[config.mk]
export PLATFORM = sky130hd
export DESIGN_NAME = apb_master
export DESIGN_NICKNAME = d
export VERILOG_FILES = /design/src/rtl/apb_master_pkg.sv /design/src/rtl/apb_master_wait_timer.sv /design/src/rtl/apb_master.sv
export SDC_FILE = /design/constraint.sdc
export NUM_CORES = 1
export LEC_CHECK = 0
export BUFFER_PORTS_ARGS = -buffer_cell sky130_fd_sc_hd__buf_2
export CAP_MARGIN = 10
export CORE_MARGIN = 2
export CORE_UTILIZATION = 45
export CTS_CLUSTER_SIZE = 8
export DETAILED_ROUTE_END_ITERATION = 7
export PLACE_DENSITY_LB_ADDON = 0.08
export SETUP_SLACK_MARGIN = 0.02
export SLEW_MARGIN = 15
export SYNTH_ARGS = -nofsm -noshare
export SYNTH_HDL_FRONTEND = slang
export SYNTH_HIERARCHICAL = 1
export SYNTH_SLANG_ARGS = --single-unit
export TNS_END_PERCENT = 10
[constraint.sdc]
create_clock -name PCLK -period 4 [get_ports PCLK]
set_clock_uncertainty 0.1 [all_clocks]
set_input_delay 0.6 -clock PCLK [delete_from_list [all_inputs] [get_ports PCLK]]
set_output_delay 0.6 -clock PCLK [all_outputs]
set_load 0.005 [all_outputs]
[src/rtl/apb_master_pkg.sv]
// Shared types and defaults for the APB3 initiator.
package apb_master_pkg;

    localparam int DEF_ADDR_W         = 32;
    localparam int DEF_DATA_W         = 32;
    localparam int DEF_TIMEOUT_CYCLES = 16;

    // Width of the read-data field held in the response register.
    localparam int RSP_DATA_W = DEF_DATA_W;

    typedef enum logic [1:0] {
        ST_IDLE   = 2'd0,
        ST_SETUP  = 2'd1,
        ST_ACCESS = 2'd2,
        ST_RESP   = 2'd3
    } apb_state_e;

    typedef struct packed {
        logic [RSP_DATA_W-1:0] rdata;
        logic                  err;
        logic                  timeout;
    } apb_rsp_t;

    // True in the states where the initiator owns the APB bus.
    function automatic logic apb_bus_active(apb_state_e s);
        return (s == ST_SETUP) || (s == ST_ACCESS);
    endfunction

endpackage

[src/rtl/apb_master_wait_timer.sv]
// Saturating counter of ACCESS cycles spent waiting for PREADY.
module apb_wait_timer #(
    parameter int TIMEOUT_CYCLES = 16
) (
    input  logic clk,
    input  logic rst,
    input  logic clear,
    input  logic count_en,
    output logic expired
);

    localparam int CW = $clog2(TIMEOUT_CYCLES + 1);

    logic [CW-1:0] count_q;
    logic [CW-1:0] count_d;

    // Next count: clear wins, otherwise step once per stalled cycle and stick at the limit.
    always_comb begin
        count_d = count_q;
        if (clear) begin
            count_d = '0;
        end else if (count_en && (count_q != CW'(TIMEOUT_CYCLES))) begin
            count_d = count_q + 1'b1;
        end
    end

    // Count register.
    always_ff @(posedge clk or posedge rst) begin
        if (rst) begin
            count_q <= '0;
        end else begin
            count_q <= count_d;
        end
    end

    // The count holds the number of stalled cycles already behind us, so once it
    // reaches TIMEOUT_CYCLES-1 the current ACCESS cycle is the last one allowed.
    assign expired = (count_q >= CW'(TIMEOUT_CYCLES - 1));

endmodule

[src/rtl/apb_master.sv]
// APB3 initiator: one command in, one APB transfer out, one response back.
// Handshakes: a command moves when cmd_valid && cmd_ready on a PCLK edge; a
// response moves when rsp_valid && rsp_ready on a PCLK edge. All outputs are flops.
module apb_master
    import apb_master_pkg::*;
#(
    parameter int TIMEOUT_CYCLES = DEF_TIMEOUT_CYCLES,
    parameter int ADDR_W         = DEF_ADDR_W,
    parameter int DATA_W         = DEF_DATA_W
) (
    input  logic              PCLK,
    input  logic              PRESET,
    input  logic              cmd_valid,
    output logic              cmd_ready,
    input  logic              cmd_write,
    input  logic [ADDR_W-1:0] cmd_addr,
    input  logic [DATA_W-1:0] cmd_wdata,
    output logic              rsp_valid,
    input  logic              rsp_ready,
    output logic [DATA_W-1:0] rsp_rdata,
    output logic              rsp_err,
    output logic              rsp_timeout,
    output logic [ADDR_W-1:0] PADDR,
    output logic [DATA_W-1:0] PWDATA,
    output logic              PWRITE,
    output logic              PSELx,
    output logic              PENABLE,
    input  logic              PREADY,
    input  logic              PSLVERR,
    input  logic [DATA_W-1:0] PRDATA
);

    apb_state_e        state_q, state_d;
    logic [ADDR_W-1:0] paddr_q, paddr_d;
    logic [DATA_W-1:0] pwdata_q, pwdata_d;
    logic              pwrite_q, pwrite_d;
    logic              psel_q, psel_d;
    logic              penable_q, penable_d;
    logic              cmd_ready_q, cmd_ready_d;
    logic              rsp_valid_q, rsp_valid_d;
    apb_rsp_t          rsp_q, rsp_d;

    logic timer_clear;
    logic timer_en;
    logic timer_expired;

    apb_wait_timer #(
        .TIMEOUT_CYCLES(TIMEOUT_CYCLES)
    ) u_wait_timer (
        .clk     (PCLK),
        .rst     (PRESET),
        .clear   (timer_clear),
        .count_en(timer_en),
        .expired (timer_expired)
    );

    // Next-state, captured command/response and registered bus controls.
    always_comb begin
        state_d     = state_q;
        paddr_d     = paddr_q;
        pwdata_d    = pwdata_q;
        pwrite_d    = pwrite_q;
        rsp_d       = rsp_q;
        timer_clear = 1'b0;
        timer_en    = 1'b0;

        unique case (state_q)
            ST_IDLE: begin
                if (cmd_valid && cmd_ready_q) begin
                    paddr_d  = cmd_addr;
                    pwdata_d = cmd_wdata;
                    pwrite_d = cmd_write;
                    state_d  = ST_SETUP;
                end
            end
            ST_SETUP: begin
                timer_clear = 1'b1;
                state_d     = ST_ACCESS;
            end
            ST_ACCESS: begin
                timer_en = !PREADY;
                // PREADY on the final allowed cycle still wins over the timeout.
                if (PREADY) begin
                    rsp_d.rdata   = pwrite_q ? '0 : RSP_DATA_W'(PRDATA);
                    rsp_d.err     = PSLVERR;
                    rsp_d.timeout = 1'b0;
                    state_d       = ST_RESP;
                end else if (timer_expired) begin
                    rsp_d.rdata   = '0;
                    rsp_d.err     = 1'b1;
                    rsp_d.timeout = 1'b1;
                    state_d       = ST_RESP;
                end
            end
            ST_RESP: begin
                if (rsp_ready) begin
                    state_d = ST_IDLE;
                end
            end
            default: begin
                state_d = ST_IDLE;
            end
        endcase

        // Bus and handshake outputs are decoded from the next state so they
        // come straight out of flops and line up with the state they describe.
        psel_d      = apb_bus_active(state_d);
        penable_d   = (state_d == ST_ACCESS);
        cmd_ready_d = (state_d == ST_IDLE);
        rsp_valid_d = (state_d == ST_RESP);
    end

    // State and output registers; reset drops the bus and discards any response.
    always_ff @(posedge PCLK or posedge PRESET) begin
        if (PRESET) begin
            state_q     <= ST_IDLE;
            paddr_q     <= '0;
            pwdata_q    <= '0;
            pwrite_q    <= 1'b0;
            psel_q      <= 1'b0;
            penable_q   <= 1'b0;
            cmd_ready_q <= 1'b0;
            rsp_valid_q <= 1'b0;
            rsp_q       <= '0;
        end else begin
            state_q     <= state_d;
            paddr_q     <= paddr_d;
            pwdata_q    <= pwdata_d;
            pwrite_q    <= pwrite_d;
            psel_q      <= psel_d;
            penable_q   <= penable_d;
            cmd_ready_q <= cmd_ready_d;
            rsp_valid_q <= rsp_valid_d;
            rsp_q       <= rsp_d;
        end
    end

    assign cmd_ready   = cmd_ready_q;
    assign rsp_valid   = rsp_valid_q;
    assign rsp_rdata   = DATA_W'(rsp_q.rdata);
    assign rsp_err     = rsp_q.err;
    assign rsp_timeout = rsp_q.timeout;
    assign PADDR       = paddr_q;
    assign PWDATA      = pwdata_q;
    assign PWRITE      = pwrite_q;
    assign PSELx       = psel_q;
    assign PENABLE     = penable_q;

endmodule
======== Word-level counts from Yosys, hierarchy flattened ========
Index checks and enable logic that the tools add are counted.
storage, ports and cells
  flip-flop bits (word level) ............. 110
  input bits .............................. 103
  output and inout bits ................... 103
cells by class
  add/sub/neg operators ................... 1
  order comparisons ....................... 1
  eq/ne operators ......................... 7
  mux-type cells .......................... 12
  reductions and logical operators ........ 10
operators by type and width
  kind                 number
  $mux 34              2
  $mux 32              1
  $mux 5               2
  $eq 2x2->1 const B   4
  $mux 2               4
  $pmux 2 s4           1
  $add 5x1->5 const B  1
  $ge 5x4->1 const B   1
  $ne 5x5->1 const B   1
  $eq 2x1->1 const B   2
  $logic_not 2->1      2
  $reduce_and 2->1     2
  $reduce_bool 2->1    2
  $logic_and 1x1->1    2
  $mux 1               2
  $logic_not 1->1      1
  $logic_or 1x1->1     1

======== Logic depth before layout (Yosys ltp) ========
  word-level depth ........................ 6
  mapped depth ............................ 10
  gate-level depth less buffers ........... 8

======== Hierarchy ========
The synthesis kept the hierarchy.
modules (own cells, without submodules)
  module          times used  cells each  area each (µm²)  sequential area each (µm²)
  apb_master      1           306         4175.3           2627.5
  apb_wait_timer  1           34          331.6            125.1

======== Least setup slack after synthesis ========
Ideal clock, no wire load.
  path type ............................... register to register
  start point ............................. register u_wait_timer.count_q[0]
  end point ............................... register psel_q, in the netlist PSELx
  arrival ................................. 2.086 ns
  required time ........................... 3.774 ns
  slack ................................... 1.688 ns
  stages on the path, launching flop included .. 10
  clock period less this slack ............ 2.312 ns
  path through ............................ dfrtp_1 ha_1 and3_2 ha_1 nor2_1 o21ai_0 o21a_1 buf_2 or3_1 ha_1
between the ends
  word-level cells in the longest chain between the ends .. 6
  elaborated cells between the ends (all ways) .. 7
  those cells by class .................... 1 x order compare; 2 x eq/ne; 3 x mux; 1 x reduce/logical
ends and longest elaborated chain
  what                                      RTL line                     RTL
  from (decl)                               apb_master_wait_timer.sv:14  logic [CW-1:0] count_q;
  from (signal assigned)                    apb_master_wait_timer.sv:32  count_q <= count_d;
  $ge 5x4->1 (*)                            apb_master_wait_timer.sv:38  assign expired = (count_q >= CW'(TIMEOUT_CYCLES - 1));
  net timer_expired                         apb_master.sv:45             logic timer_expired;
  $mux 2 (*)                                apb_master.sv:88             end else if (timer_expired) begin
  $mux 2 (*)                                apb_master.sv:83             if (PREADY) begin
  $pmux 2 s4 (*)                            apb_master.sv:67             unique case (state_q)
  $eq 2x1->1 or $eq 2x2->1 (tied branches)  apb_master_pkg.sv:26         return (s == ST_SETUP) || (s == ST_ACCESS);
  $logic_or 1x1->1 (*)                      apb_master_pkg.sv:26
  net psel_d                                apb_master.sv:37             logic psel_q, psel_d;
  to (signal assigned)                      apb_master.sv:130            psel_q <= psel_d;
  to (decl)                                 apb_master.sv:37
The timed path passes the listed nets; every way through them passes the cells marked *.
A chain may end at the register's enable or synchronous reset.

======== Worst setup path after layout ========
Same ends and word-level chain as after synthesis.

==> impl_results.md <==
- Area Overhead vs Synth: 29.98%
- Mapped cell area: 4507 um2
- Vias in the first global route: 3267
- Origin of the worst setup path: u_wait_timer/count_q[0]
- # Post-CTS Setup Buffers: 0
- Post-Route WL: 9600 um
- Setup_tns: 0 ps
- Top post-synthesis cells by area: dfrtp_1 (61%), mux2_2 (16%), mux2i_1 (7.3%)
- First-pass GRT wire length: 16070 um
- Outcome: completed
- Yosys reg bits: 110
- Final Cycle Share: 0.7085
- WL met1: 4215 um
- CTS HTree Levels: 3
- CP max stage delay: 560 ps
- Clk Latency, worst-skew pair: 350 ps
- Leading cell type in the layout, fill and taps excluded: buf_2
- Cell Chain, Critical Path: ha_1 -> and3_2 -> ha_1 -> nor2_1 -> o21ai_0 -> o21a_2 -> or3_1 -> ha_1
- Arr. time, crit path: 2970 ps
- Met3 Routed Length: 721 um
- Register Area: 2753 um2
- Routability cong.: 0.7597
- Antenna violations before repair: 0
- Pwr Density: 658.1 nW/um2
- DRT Pass-1 Iters: 4
- Max-Cap Viols: 0
- Layout cells sized above 1: 0.5430
- Crit path kind: reg2reg
- Tot GR Track Use: 0.1840
- Leading cell types in the layout, fill and taps excluded: buf_2 (205), dfrtp_1 (110), mux2_2 (64)
- Synth cell types: 29
- Metal2 WL: 4524 um
- Min-delay worst type: in2async
- Initial core utilization: 0.4632
- Initial DRC count: 98
- Fillers: 859
- Final setup fails: 0
- # resized after CTS: 0
- Fmax: 0.3529 GHz
- Core Area: 9729 um2
- Syn avg cell area: 13.26 um2
- Die span in y: 104.1 um
- Vias per cell: 4.646
- CP max FO: 36
- Routed len/inst: 14.12 um
- Net Count, Synth: 449
- CP endpoint kind: flop
- Top sig layer: met4
- Worst r2r path cells: 8
- Hold buffer count at CTS: 0
- RSZ-0062 raised after global routing: false
- N_diodes: 0
- Max VDD drop: 0.3492 mV
- Drt drc: 0
- Grt total ovfl: 0
- Worst EP required: 4140 ps
- Die area: 10830 um2
- Top-area cell type share of the netlist area: 0.6108
- Area leader, netlist: dfrtp_1
- Largest net degree at the start of global routing: 62
- Hold Violations, Final: 0
- Final #Nets: 653
- Clock Tree Buf Depth: 2
- P_leak: 0.003178 uW
- Hpwl dp: 7128 um
- CP max-delay cell: o21a_2
- Sequential-to-total area share from yosys stat: 0.6108
- CP bufs+invs: 0
- Ports: 206
- Antenna viol nets, final: 0
- PortBufs: 205
- Cells after Synth: 340
- Synth Warn #: 6
- Via count: 3159
- Clk pin slew, worst setup/hold paths: 90 ps
- TritonCTS clock tree: yes
- Most used cell, CP: ha_1
- Area of the multi-input gates: 1500 um2
- Min Tclk post-route: 2834 ps
- Crit Reg-Reg Startpoint: u_wait_timer/count_q[0]
- Fin. max-slew vios: 0
- Placed Cells: 666
- CP top delay family: simple AND/OR/NAND/NOR gates
- Post-route insts no fill: 680
- Slew @ Worst Pin: 1083 ps
- CTS Buf Count: 9
- CP Launch Type: flop
- Root Driver: clkbuf_8
- Sinks on Clock Net: 110
- Chip width: 104.1 um
- Slew headroom: 0.2781
- WP depth: 8
- Rows: 36
## final timing paths
path | end | slack, ps
max | PSELx | 1170
min | u_wait_timer/count_q[4] | 80
max reg2reg | PSELx | 1170
min reg2reg | PADDR[0] | 410
max in group asynchronous | PSELx | 2880
min in group PCLK | rsp_rdata[1] | 360
## routing by layer
layer | global-route usage | vias to the layer above
li1 | - | 1518
met1 | 0.2443 | 1508
met2 | 0.2904 | 121
met3 | 0.05388 | 12
met4 | 0.06371 | 0
met5 | 0 | -
## flip-flops by register name, indices dropped and copies added, names as in the netlist
register	count
rsp_valid	1
PWRITE	1
rsp_err	1
cmd_ready	1
PSELx	1
rsp_rdata	32
PWDATA	32
state_q	2
PENABLE	1
rsp_timeout	1
PADDR	32
u_wait_timer/count_q	5
## stage by stage
stage          power, uW  worst slack, ps  hold WS (ps)  cell area, um2  utilization
2_1_floorplan       2582            539.5         278.5            4507            -
3_3_place_gp        3143             1263         383.1            5648       0.5805
3_5_place_dp        3196             1209         389.6            5648       0.5805
4_1_cts             3920             1176         59.16            5858       0.6021
5_1_grt             4137             1028         74.50            5858       0.6021
6_report            3855             1166         76.65            5858       0.6021
## synthesized netlist by cell type, drive strengths merged
master / instances
a211oi: 2
a21oi: 2
a32o: 1
a41o: 1
a41oi: 1
and2b: 1
and3: 3
buf: 12
clkbuf: 4
dfrtp: 110
ha: 6
inv: 42
mux2: 66
mux2i: 33
nand2: 36
nand3: 1
nand4: 1
nor2: 8
nor2b: 3
nor3: 2
o21a: 1
o21ai: 1
o22a: 1
or3: 2
## cells by family after synthesis
kind of cell	count (synthesis)	synth area share
compound gates	10	0.02082
flops	110	0.6108
fa+ha+maj	6	0.01666
buf+inv	58	0.05747
simple gates	57	0.05442
mux	99	0.2399
## where the power goes
part | internal, uW | switching (uW)
combinational | 756 | 625
clock | 362 | 345
sequential | 1540 | 223
## final cells by class
class / instances / area share
sequential: 110 / 0.4699
tap: 133 / 0.02841
clock buffer: 10 / 0.02349
timing repair buffer: 209 / 0.1824
clock inverter: 4 / 0.01239
inverter: 42 / 0.02734
multi-input combinational: 172 / 0.2561
No activity file was read; power rests on OpenSTA's default activity.
